<file path="src/rtl/synch_down_counter.sv">
// Loadable down-counter/timer built from T-stages with a borrow chain; counts a loaded
// value to zero, then stops (one-shot) or reloads (auto-reload). bi/bo cascade units.
module synch_down_counter #(
    parameter int SIZE     = 4,
    parameter bit AUTO_RLD = 1'b0
) (
    input  logic            clk,
    input  logic            rstn,
    input  logic            load,
    input  logic [SIZE-1:0] D,
    input  logic            en,
    input  logic            bi,
    input  logic            mode,
    output logic [SIZE-1:0] Q,
    output logic            tc,
    output logic            bo,
    output logic            done,
    output logic            busy
);

    typedef enum logic [1:0] {
        S_IDLE = 2'd0,
        S_RUN  = 2'd1,
        S_DONE = 2'd2
    } state_t;

    state_t          state_q, state_d;
    logic [SIZE-1:0] q_q, q_d;
    logic [SIZE-1:0] rld_q, rld_d;
    logic            mode_q, mode_d;
    logic            done_q, done_d;

    logic            step;
    logic            zero;
    logic [SIZE-1:0] tog;
    logic [SIZE-1:0] q_dec;

    assign step = en & bi & (state_q == S_RUN);
    assign zero = (q_q == '0);

    // Stage i toggles when every lower stage is already zero (borrow ripples in parallel).
    assign tog[0] = step;
    generate
        for (genvar gi = 1; gi < SIZE; gi++) begin : g_stage
            assign tog[gi] = step & (q_q[gi-1:0] == '0);
        end
    endgenerate
    assign q_dec = q_q ^ tog;

    always_comb begin
        q_d     = q_q;
        rld_d   = rld_q;
        mode_d  = mode_q;
        state_d = state_q;
        done_d  = 1'b0;
        if (load) begin
            q_d     = D;
            rld_d   = D;
            mode_d  = mode;
            state_d = (D != '0) ? S_RUN : S_IDLE;
        end else if (step) begin
            if (zero) begin
                // Only reachable in auto-reload: the step after hitting zero restarts.
                if (mode_q) begin
                    q_d = rld_q;
                end else begin
                    state_d = S_DONE;
                end
            end else begin
                q_d = q_dec;
                if (q_q == SIZE'(1)) begin
                    done_d = 1'b1;
                    if (!mode_q) begin
                        state_d = S_DONE;
                    end
                end
            end
        end
    end

    always_ff @(posedge clk or negedge rstn) begin
        if (!rstn) begin
            state_q <= S_IDLE;
            q_q     <= '0;
            rld_q   <= '0;
            mode_q  <= AUTO_RLD;
            done_q  <= 1'b0;
        end else begin
            state_q <= state_d;
            q_q     <= q_d;
            rld_q   <= rld_d;
            mode_q  <= mode_d;
            done_q  <= done_d;
        end
    end

    assign Q    = q_q;
    assign tc   = zero & (state_q != S_IDLE);
    assign bo   = tc & en & bi;
    assign done = done_q;
    assign busy = (state_q == S_RUN);

endmodule
</file>
<file path="config.mk">
export PLATFORM = sky130hd
export DESIGN_NAME = synch_down_counter
export DESIGN_NICKNAME = d
export VERILOG_FILES = /design/src/rtl/synch_down_counter.sv
export SDC_FILE = /design/constraint.sdc
export NUM_CORES = 1
export LEC_CHECK = 0
export CAP_MARGIN = 20
export CELL_PAD_IN_SITES_DETAIL_PLACEMENT = 0
export CELL_PAD_IN_SITES_GLOBAL_PLACEMENT = 1
export CORE_ASPECT_RATIO = 1.25
export CORE_UTILIZATION = 38
export CTS_BUF_LIST = sky130_fd_sc_hd__clkbuf_8
export DETAILED_ROUTE_END_ITERATION = 16
export PLACE_DENSITY_LB_ADDON = 0.1
export SETUP_SLACK_MARGIN = 0.4
export SYNTH_ARGS = -nofsm -noshare
export SYNTH_HDL_FRONTEND = slang
export SYNTH_SLANG_ARGS = --single-unit
export TNS_END_PERCENT = 100
</file>
<file path="constraint.sdc">
create_clock -name clk -period 2.5 [get_ports clk]
set_input_delay 0.375 -clock clk [delete_from_list [all_inputs] [get_ports clk]]
set_output_delay 0.375 -clock clk [all_outputs]
set_load 0.05 [all_outputs]
</file>
==> Yosys cells after proc, flatten, opt, wreduce, memory -nomap -nowiden <==
Cells that the tools add are included.
{ "word_totals": {"ff_bits": 12, "inputBits": 10, "out_inout_bits": 8, "wordCells": 41} }
{ "classes": {"n_eq_ne": 3, "mux": 14, "n_bitwise": 10, "n_reduce_logical": 9} }
{ "op_table": {"columns": ["operator", "count"], "rows": [
  ["$mux 4", 4],
  ["$mux 2", 5],
  ["$and 1x1->1", 8],
  ["$mux 1", 5],
  ["$eq 4x1->1 const B", 1],
  ["$logic_not 4->1", 1],
  ["$reduce_and 2->1", 2],
  ["$reduce_bool 2->1", 2],
  ["$reduce_bool 4->1", 1],
  ["$xor 4x4->4", 1],
  ["$logic_not 3->1", 1],
  ["$ne 3x3->1 const B", 1],
  ["$reduce_bool 3->1", 1],
  ["$eq 2x1->1 const B", 1],
  ["$logic_not 2->1", 1],
  ["$not 1->1", 1]
]} }

==> Depth between registers and ports, before layout <==
Gate-level depths: netlist of the first run.
{ "logic_depth": {"word_depth": 7, "mapped_depth": 6} }

==> Least setup slack after synthesis of the first run <==
OpenSTA, ideal clock, no wires.
{ "synth_timing": {"kind": "reg-to-output", "start": "register q_q[1], in the netlist Q[1]", "end": "output port bo", "arrival_ns": 2.064, "t_required_ns": 2.125, "path_slack_ns": 0.061, "stages_incl_launch_ff": 4, "path_buffers": 0, "cell_sequence": "dfrtp_1 nor4_4 o21a_1 and3_1"} }
{ "synth_between": {"elab_chain_cells": 4} }
{ "synth_rtl": {"columns": ["element", "line_no", "rtl"], "rows": [
  ["start: declaration", "28", "logic [SIZE-1:0] q_q, q_d;"],
  ["start signal: assignment", "90", "q_q <= q_d;"],
  ["$logic_not 4->1", "39", "assign zero = (q_q == '0);"],
  ["$and 1x1->1", "98", "assign tc = zero & (state_q != S_IDLE);"],
  ["via tc", "15", "output logic tc,"],
  ["$and 1x1->1 (2 in series)", "99", "assign bo = tc & en & bi;"],
  ["end: declaration", "16", "output logic bo,"]
]} }
The timed path passes the listed nets, and every way through them passes these cells.

==> Worst setup path in the final report of the first run <==
{ "layout_timing": {"start": "register q_q[1], in the netlist Q[1]", "end": "output port bo"} }
{ "layout_between": {"elab_chain_cells": 4} }
{ "layout_rtl": {"columns": ["element", "line_no"], "rows": [
  ["$logic_not 4->1", "39"],
  ["$and 1x1->1", "98"],
  ["$and 1x1->1 (2 in series)", "99"]
]} }
Every way passes these cells.

==> results of run 1 <==
how the worst min path moves through the flow:
stage,start,endpoint,slack [ps]
detailed placement,rld_q[3],rld_q[3],500
floorplan,rstn,Q[0],80
finish,rstn,Q[2],490
global placement,rld_q[2],rld_q[2],490
global route,rld_q[3],rld_q[3],520
CTS,rld_q[3],rld_q[3],510
worst register-to-register path: cells and delay by family (launching register included):
family	cells	cell delay, ps
flops	1	410
simple gates	2	400
compound gates	2	310
fa+ha+maj	1	250
buf+inv	1	170
cell families after synthesis:
kind of cell / share of synthesized area
fa+ha+maj: 0.0202
mux: 0.0889
compound gates: 0.127
buf+inv: 0.0364
simple gates: 0.242
flops: 0.485
stage by stage:
stage | area [µm²] | hold slack (ps) | util | worst slack [ps]
floorplan | 628 | 79.4 | - | 415
global placement | 815 | 490 | 0.564 | 596
detailed placement | 815 | 497 | 0.564 | 512
CTS | 856 | 510 | 0.592 | 418
global route | 871 | 517 | 0.603 | 445
finish | 871 | 487 | 0.603 | 504
layout make-up:
| type | count | area, µm² |
|---|---|---|
| clock buffer | 3 | 41.3 |
| timing repair buffer | 20 | 188 |
| sequential | 12 | 300 |
| fill | 133 | 574 |
| tap | 17 | 21.3 |
| multi-input combinational | 43 | 305 |
| inverter | 4 | 15.0 |
sequential cells by signal, indices dropped and copies added (netlist names):
signal / count
Q: 4
done: 1
mode_q: 1
rld_q: 4
state_q: 2
cells in the final DEF (no fill, tap or decap), drive strengths merged, types with 2 or more instances in the layout:
| cell type | synthesis | final |
|---|---|---|
| a21oi | 3 | 3 |
| and3 | 2 | 2 |
| buf | 0 | 5 |
| clkbuf | 2 | 3 |
| clkdlybuf4s50 | 0 | 15 |
| dfrtp | 12 | 12 |
| inv | 4 | 4 |
| mux2 | 4 | 4 |
| nand2 | 6 | 6 |
| nor2 | 7 | 7 |
| nor2b | 3 | 3 |
| nor4 | 2 | 2 |
| o21ai | 3 | 3 |
| o31ai | 2 | 2 |
where the power goes:
| part | switching, mW | total [mW] | internal (mW) |
|---|---|---|---|
| clock | 0.0694 | 0.175 | 0.106 |
| combinational | 0.0689 | 0.122 | 0.0527 |
| sequential | 0.0220 | 0.233 | 0.211 |
repair_timing:
action / in CTS / in global routing
setup endpoints to repair: 1 / 1
pin swaps: 1 / 1
setup buffers: 0 / 2
routing by layer:
| metal | GRT usage | vias up |
|---|---|---|
| li1 | - | 258 |
| met3 | 0.0427 | 5 |
| met2 | 0.302 | 15 |
| met5 | 0 | - |
| met1 | 0.249 | 241 |
| met4 | 0.150 | 0 |
==> results.md, run 1 <==
- CP Depth: 4
- Placed Cells: 94
- HP Class: input pin to asynchronous set/reset pin
- Routed vias: 519
- Port Buf Inserts: 17
- Met3 wire len: 56 µm
- First-pass GRT wire length: 2290 µm
- Top layer in use: met4
- Unique masters post-synth: 25
- P_leak: 0.382 nW
- Number of synthesized register bits: 12
- Core Box Area: 0.00145 mm²
- Count leader, synth: dfrtp_1
- Final Cycle Share: 0.798
- Routed vias/inst: 5.24
- Ys Warns: 0
- CP required: 2120 ps
- Die Height: 47.1 µm
- Final setup violation count: 0
- Grt ovf: 0
- Number of synthesized flops with an enable pin: 0
- WL met2: 684 µm
- Share of cells above drive strength 1: 0.207
- Max-cap violation count: 0
- Worst Path Max Fanout: 7
- Slew HR: 0.639
- Maximum VDD drop: 0.386 mV
- Worst R2R End: Q[0]
- Final hold vios: 0
- Area Growth Syn to Fin: 40.6%
- Async SR Flop Fraction: 1.00
- Slowest stage delay, CP: 460 ps
- Final antenna-violating net count: 0
- Total Routing Usage GR: 0.200
- CTS buffer count: 3
- FMAX: 0.501 GHz
- RSZ-0062 raised after global routing: false
- Worst Tran Pin Value: 541 ps
- Drt pass-1 iters: 2
- Clock buffer depth: 2
- Clk sinks: 12
- Final Total Pwr: 0.530 mW
- R2R depth: 6
- Buf/Inv on CP: 1
- 1st-iter DRT viols: 2
- Synthesized instance count: 61
- Launch point of the worst path: Q[1]
- Nets: 95
- Mean Syn Cell Area: 10.2 µm²
- CP top delay family: simple AND/OR/NAND/NOR gates
- Crit path cell chain: nor4_4 > o21a_4 > and3_2 > buf_4
- Final min period: 2000 ps
- Status: completed
- Largest net degree at the start of global routing: 17
- Slowest CP cell: dfrtp_1
- Power Dens Cells: 609 mW/mm²
- CP Capture Type: output pin
- Boundary Pins: 18
- Vias in the first global route: 478
- Worst r2r src: state_q[1]
- Worst-Skew Late Latency: 240 ps
- Initial Util: 0.429
- Element type at the critical path start: flop
- Die X: 38.1 µm
- Seq/Total Area, Yosys: 0.485
- DR DRC count: 0
- # rows: 15
- Initial antenna violation count: 0
- Wl on met1: 620 µm
- CP arrival: 1620 ps
- Clock Skews: 6.59 ps
- Cell taking the most area after synthesis: dfrtp_1
- Hold_buf cts: 0
- TritonCTS clock tree: yes
- DIE AREA: 0.00180 mm²
- Top cells by count, synth: dfrtp_1 (12), nor2_1 (7), nand2_1 (6)
- Main flop type after synthesis: dfrtp_1
- Crit path to: bo
- Setup CP Type: flop to output pin
- Detail Placement HPWL: 1020 µm
- Post_cts resized: 0
- H-tree depth: 1
- CTS root buffer: clkbuf_8
- Post-Syn Nets: 72
- Yosys top cell area share: 0.485
- Routed len/inst: 14.2 µm
- Max-slew violation count: 0
- Fin cells: 99
- N_diodes: 0
- Gp weighted congestion: 0.714
- Synth top area cells: dfrtp_1 (48%), mux2_2 (7.3%), nor2_1 (4.2%)
- Mapped Area: 619 µm²
- Setup TNS: 0 ps
- Clock-pin slew on the worst setup and hold paths: 50 ps
- Routed WL: 1400 µm
- R2r setup slk: 850 ps
Note: power is estimated with default switching activity, not from simulation.
==> run 2: changes to the inputs <==
--- a/config.mk
+++ b/config.mk
@@ -9,7 +9,7 @@
 export CELL_PAD_IN_SITES_DETAIL_PLACEMENT = 0
 export CELL_PAD_IN_SITES_GLOBAL_PLACEMENT = 1
 export CORE_ASPECT_RATIO = 1.25
-export CORE_UTILIZATION = 38
+export CORE_UTILIZATION = 36
 export CTS_BUF_LIST = sky130_fd_sc_hd__clkbuf_8
 export DETAILED_ROUTE_END_ITERATION = 16
 export PLACE_DENSITY_LB_ADDON = 0.1
==> constraint.sdc (replaced) <==
create_clock -name clk -period 1.9 [get_ports clk]
set_input_delay 0.285 -clock clk [delete_from_list [all_inputs] [get_ports clk]]
set_output_delay 0.285 -clock clk [all_outputs]
set_load 0.05 [all_outputs]
==> run 2 against run 1 <==
Global-route usage shrank 3.2 points. Final area grew 8.0%. Via count grew 1.9%. Critical endpoint unchanged. Sequential power grew 31%. Critical path type unchanged. First-iteration DRC count grew to 3.0 times the previous value. Setup slack lost 370 ps. Critical path depth is the same. Total power grew 41%.
==> results.md, run 2 (synthesized netlist as in run 1, its figures left out) <==
- Status: completed (unchanged)
- Final antenna-violating net count: 0 (unchanged)
- Worst Tran Pin Value: 538 ps (was 541 ps)
- Clock buffer depth: 2 (unchanged)
- HP Class: input pin to asynchronous set/reset pin (unchanged)
- 1st-iter DRT viols: 6 (was 2)
- Hold_ws: 404 ps (was 487 ps)
- Boundary Pins: 18 (unchanged)
- Final min period: 1770 ps
- Initial Util: 0.392 (was 0.429)
- Nets: 99 (was 95)
- Slowest stage delay, CP: 460 ps (about the same)
- CTS buffer count: 3 (unchanged)
- Largest net degree at the start of global routing: 13 (was 17)
- Clock Skews: 1.41 ps (was 6.59 ps)
- N_diodes: 0 (unchanged)
- R2R depth: 5 (was 6)
- FMAX: 0.566 GHz
- CP top delay family: simple AND/OR/NAND/NOR gates (unchanged)
- Crit path to: bo (unchanged)
- Worst-Skew Late Latency: 230 ps (was 240 ps)
- TritonCTS clock tree: yes (unchanged)
- Vias in the first global route: 529 (was 478)
- Port Buf Inserts: 17 (unchanged)
- CP required: 1620 ps (was 2120 ps)
- # fillers: 140 (was 133)
- CP Capture Type: output pin (unchanged)
- Hold_buf cts: 0 (unchanged)
- Placed Cells: 97 (was 94)
- # rows: 16 (was 15)
- Worst slack at placement: 80.8 ps (was 512 ps)
- Area Growth Syn to Fin: 51.9% (was 40.6%)
- CP Depth: 4 (unchanged)
- Routed WL: 1310 µm (was 1400 µm)
- Maximum VDD drop: 0.543 mV (was 0.386 mV)
- Max-cap violation count: 0 (unchanged)
- Final worst slack: 132 ps (was 504 ps)
- Share of cells above drive strength 1: 0.356 (was 0.207)
- Setup TNS: 0 ps (unchanged)
- DIE AREA: 0.00189 mm² (was 0.00180 mm²)
- Worst r2r src: Q[2] (was state_q[1])
- CTS root buffer: clkbuf_8 (unchanged)
- CP arrival: 1480 ps (was 1620 ps)
- Power Dens Cells: 793 mW/mm² (was 609 mW/mm²)
- RSZ-0062 raised after global routing: true (was false)
- Max-slew violation count: 0 (unchanged)
- Gp weighted congestion: 0.700 (was 0.714)
- Total Routing Usage GR: 0.168 (was 0.200)
- Core Box Area: 0.00158 mm² (was 0.00145 mm²)
- Clk sinks: 12 (unchanged)
- DR DRC count: 0 (unchanged)
- Clock-pin slew on the worst setup and hold paths: 50 ps (about the same)
- Grt ovf: 0 (unchanged)
- Area occupied by multi-input gates: 315 µm² (was 305 µm²)
- Final setup violation count: 0 (unchanged)
- H-tree depth: 1 (unchanged)
- Most common cell after layout, fill and taps aside: clkdlybuf4s50_1 (unchanged)
- Slew HR: 0.640 (was 0.639)
- Worst Path Max Fanout: 6 (was 7)
- Launch point of the worst path: Q[2] (was Q[1])
- Slowest CP cell: dfrtp_2 (was dfrtp_1)
- P_leak: 0.415 nW (was 0.382 nW)
- Sequential cell area: 305 µm² (was 300 µm²)
- First-pass GRT wire length: 2260 µm (was 2290 µm)
- Initial antenna violation count: 0 (unchanged)
- Element type at the critical path start: flop (unchanged)
- Die Height: 48.4 µm (was 47.1 µm)
- Setup CP Type: flop to output pin (unchanged)
- Final hold vios: 0 (unchanged)
- Crit path cell chain: nor4_4 > o21a_4 > and3_4 > buf_12 (was nor4_4 > o21a_4 > and3_2 > buf_4)
- Commonest cells after routing, fill and taps aside: clkdlybuf4s50_1 (9), dfrtp_1 (8), buf_4 (8), nor2_1 (7), nand2_1 (6) (was clkdlybuf4s50_1 (15), dfrtp_1 (12), nor2_1 (7), nand2_1 (6), buf_4 (5))
- Detail Placement HPWL: 982 µm (was 1020 µm)
- Final Cycle Share: 0.931
- R2r setup slk: 440 ps (was 850 ps)
- Routed vias/inst: 5.04 (was 5.24)
- Drt pass-1 iters: 3 (was 2)
- Routed len/inst: 12.5 µm (was 14.2 µm)
- Worst R2R End: Q[0] (unchanged)
- Buf/Inv on CP: 1 (unchanged)
- Routed vias: 529 (was 519)
- Die X: 39.1 µm (was 38.1 µm)
- Fin cells: 105 (was 99)
-- run 2: cell count changes in the layout (fill, tap and decap cells not counted), moves of 2 or more --
cell	previous run	this run
buf_4	5	8
buf_12	0	2
dfrtp_1	12	8
dfrtp_2	0	4
dlygate4sd2_1	0	2
clkbuf_2	0	2
clkdlybuf4s50_1	15	9
-- run 2: final cells by class --
class                   count  area share
inverters                   4      0.0160
clock buffers               4      0.0585
repair buffers             24       0.242
multi-input cells          43       0.335
flip-flops and latches     12       0.324
well taps                  18      0.0239
-- run 2: worst min-delay path by stage --
| stage | from | end | cells after the start |
|---|---|---|---|
| 2_1_floorplan | rstn | Q[0] | 0 |
| 3_3_place_gp | rld_q[3] | rld_q[3] | 1 |
| 3_5_place_dp | rld_q[3] | rld_q[3] | 1 |
| 4_1_cts | rstn | rld_q[1] | 1 |
| 5_1_grt | rstn | rld_q[1] | 1 |
| 6_report | rstn | rld_q[1] | 1 |
-- run 2: metal layers --
| metal | part of all wire | up-vias | GRT usage |
|---|---|---|---|
| met1 | 0.44 | 249 | 0.213 |
| met4 | 0.0099 | 0 | 0.0690 |
| met2 | 0.51 | 10 | 0.272 |
| met3 | 0.037 | 2 | 0.0275 |
| met5 | 0 | - | 0 |
| li1 | - | 268 | - |
-- run 2: per-stage QoR --
step | power (mW) | util | cell area, µm²
floorplan | 0.403 | - | 637
global placement | 0.473 | 0.545 | 862
detailed placement | 0.474 | 0.545 | 862
CTS | 0.754 | 0.596 | 942
global route | 0.788 | 0.595 | 941
finish | 0.746 | 0.595 | 941
-- run 2: report_power, final --
group          switching [mW]  leakage [nW]  internal [mW]
combinational          0.0951         0.246         0.0737
sequential             0.0257         0.140          0.279
clock                  0.0895        0.0288          0.183
total                   0.210         0.415          0.536
-- run 2: timing repair --
item,4_1_cts,5_1_grt
gates resized for setup,7,5
endpoints found under the setup margin,9,9
pin swaps,3,0
setup buffers,4,0
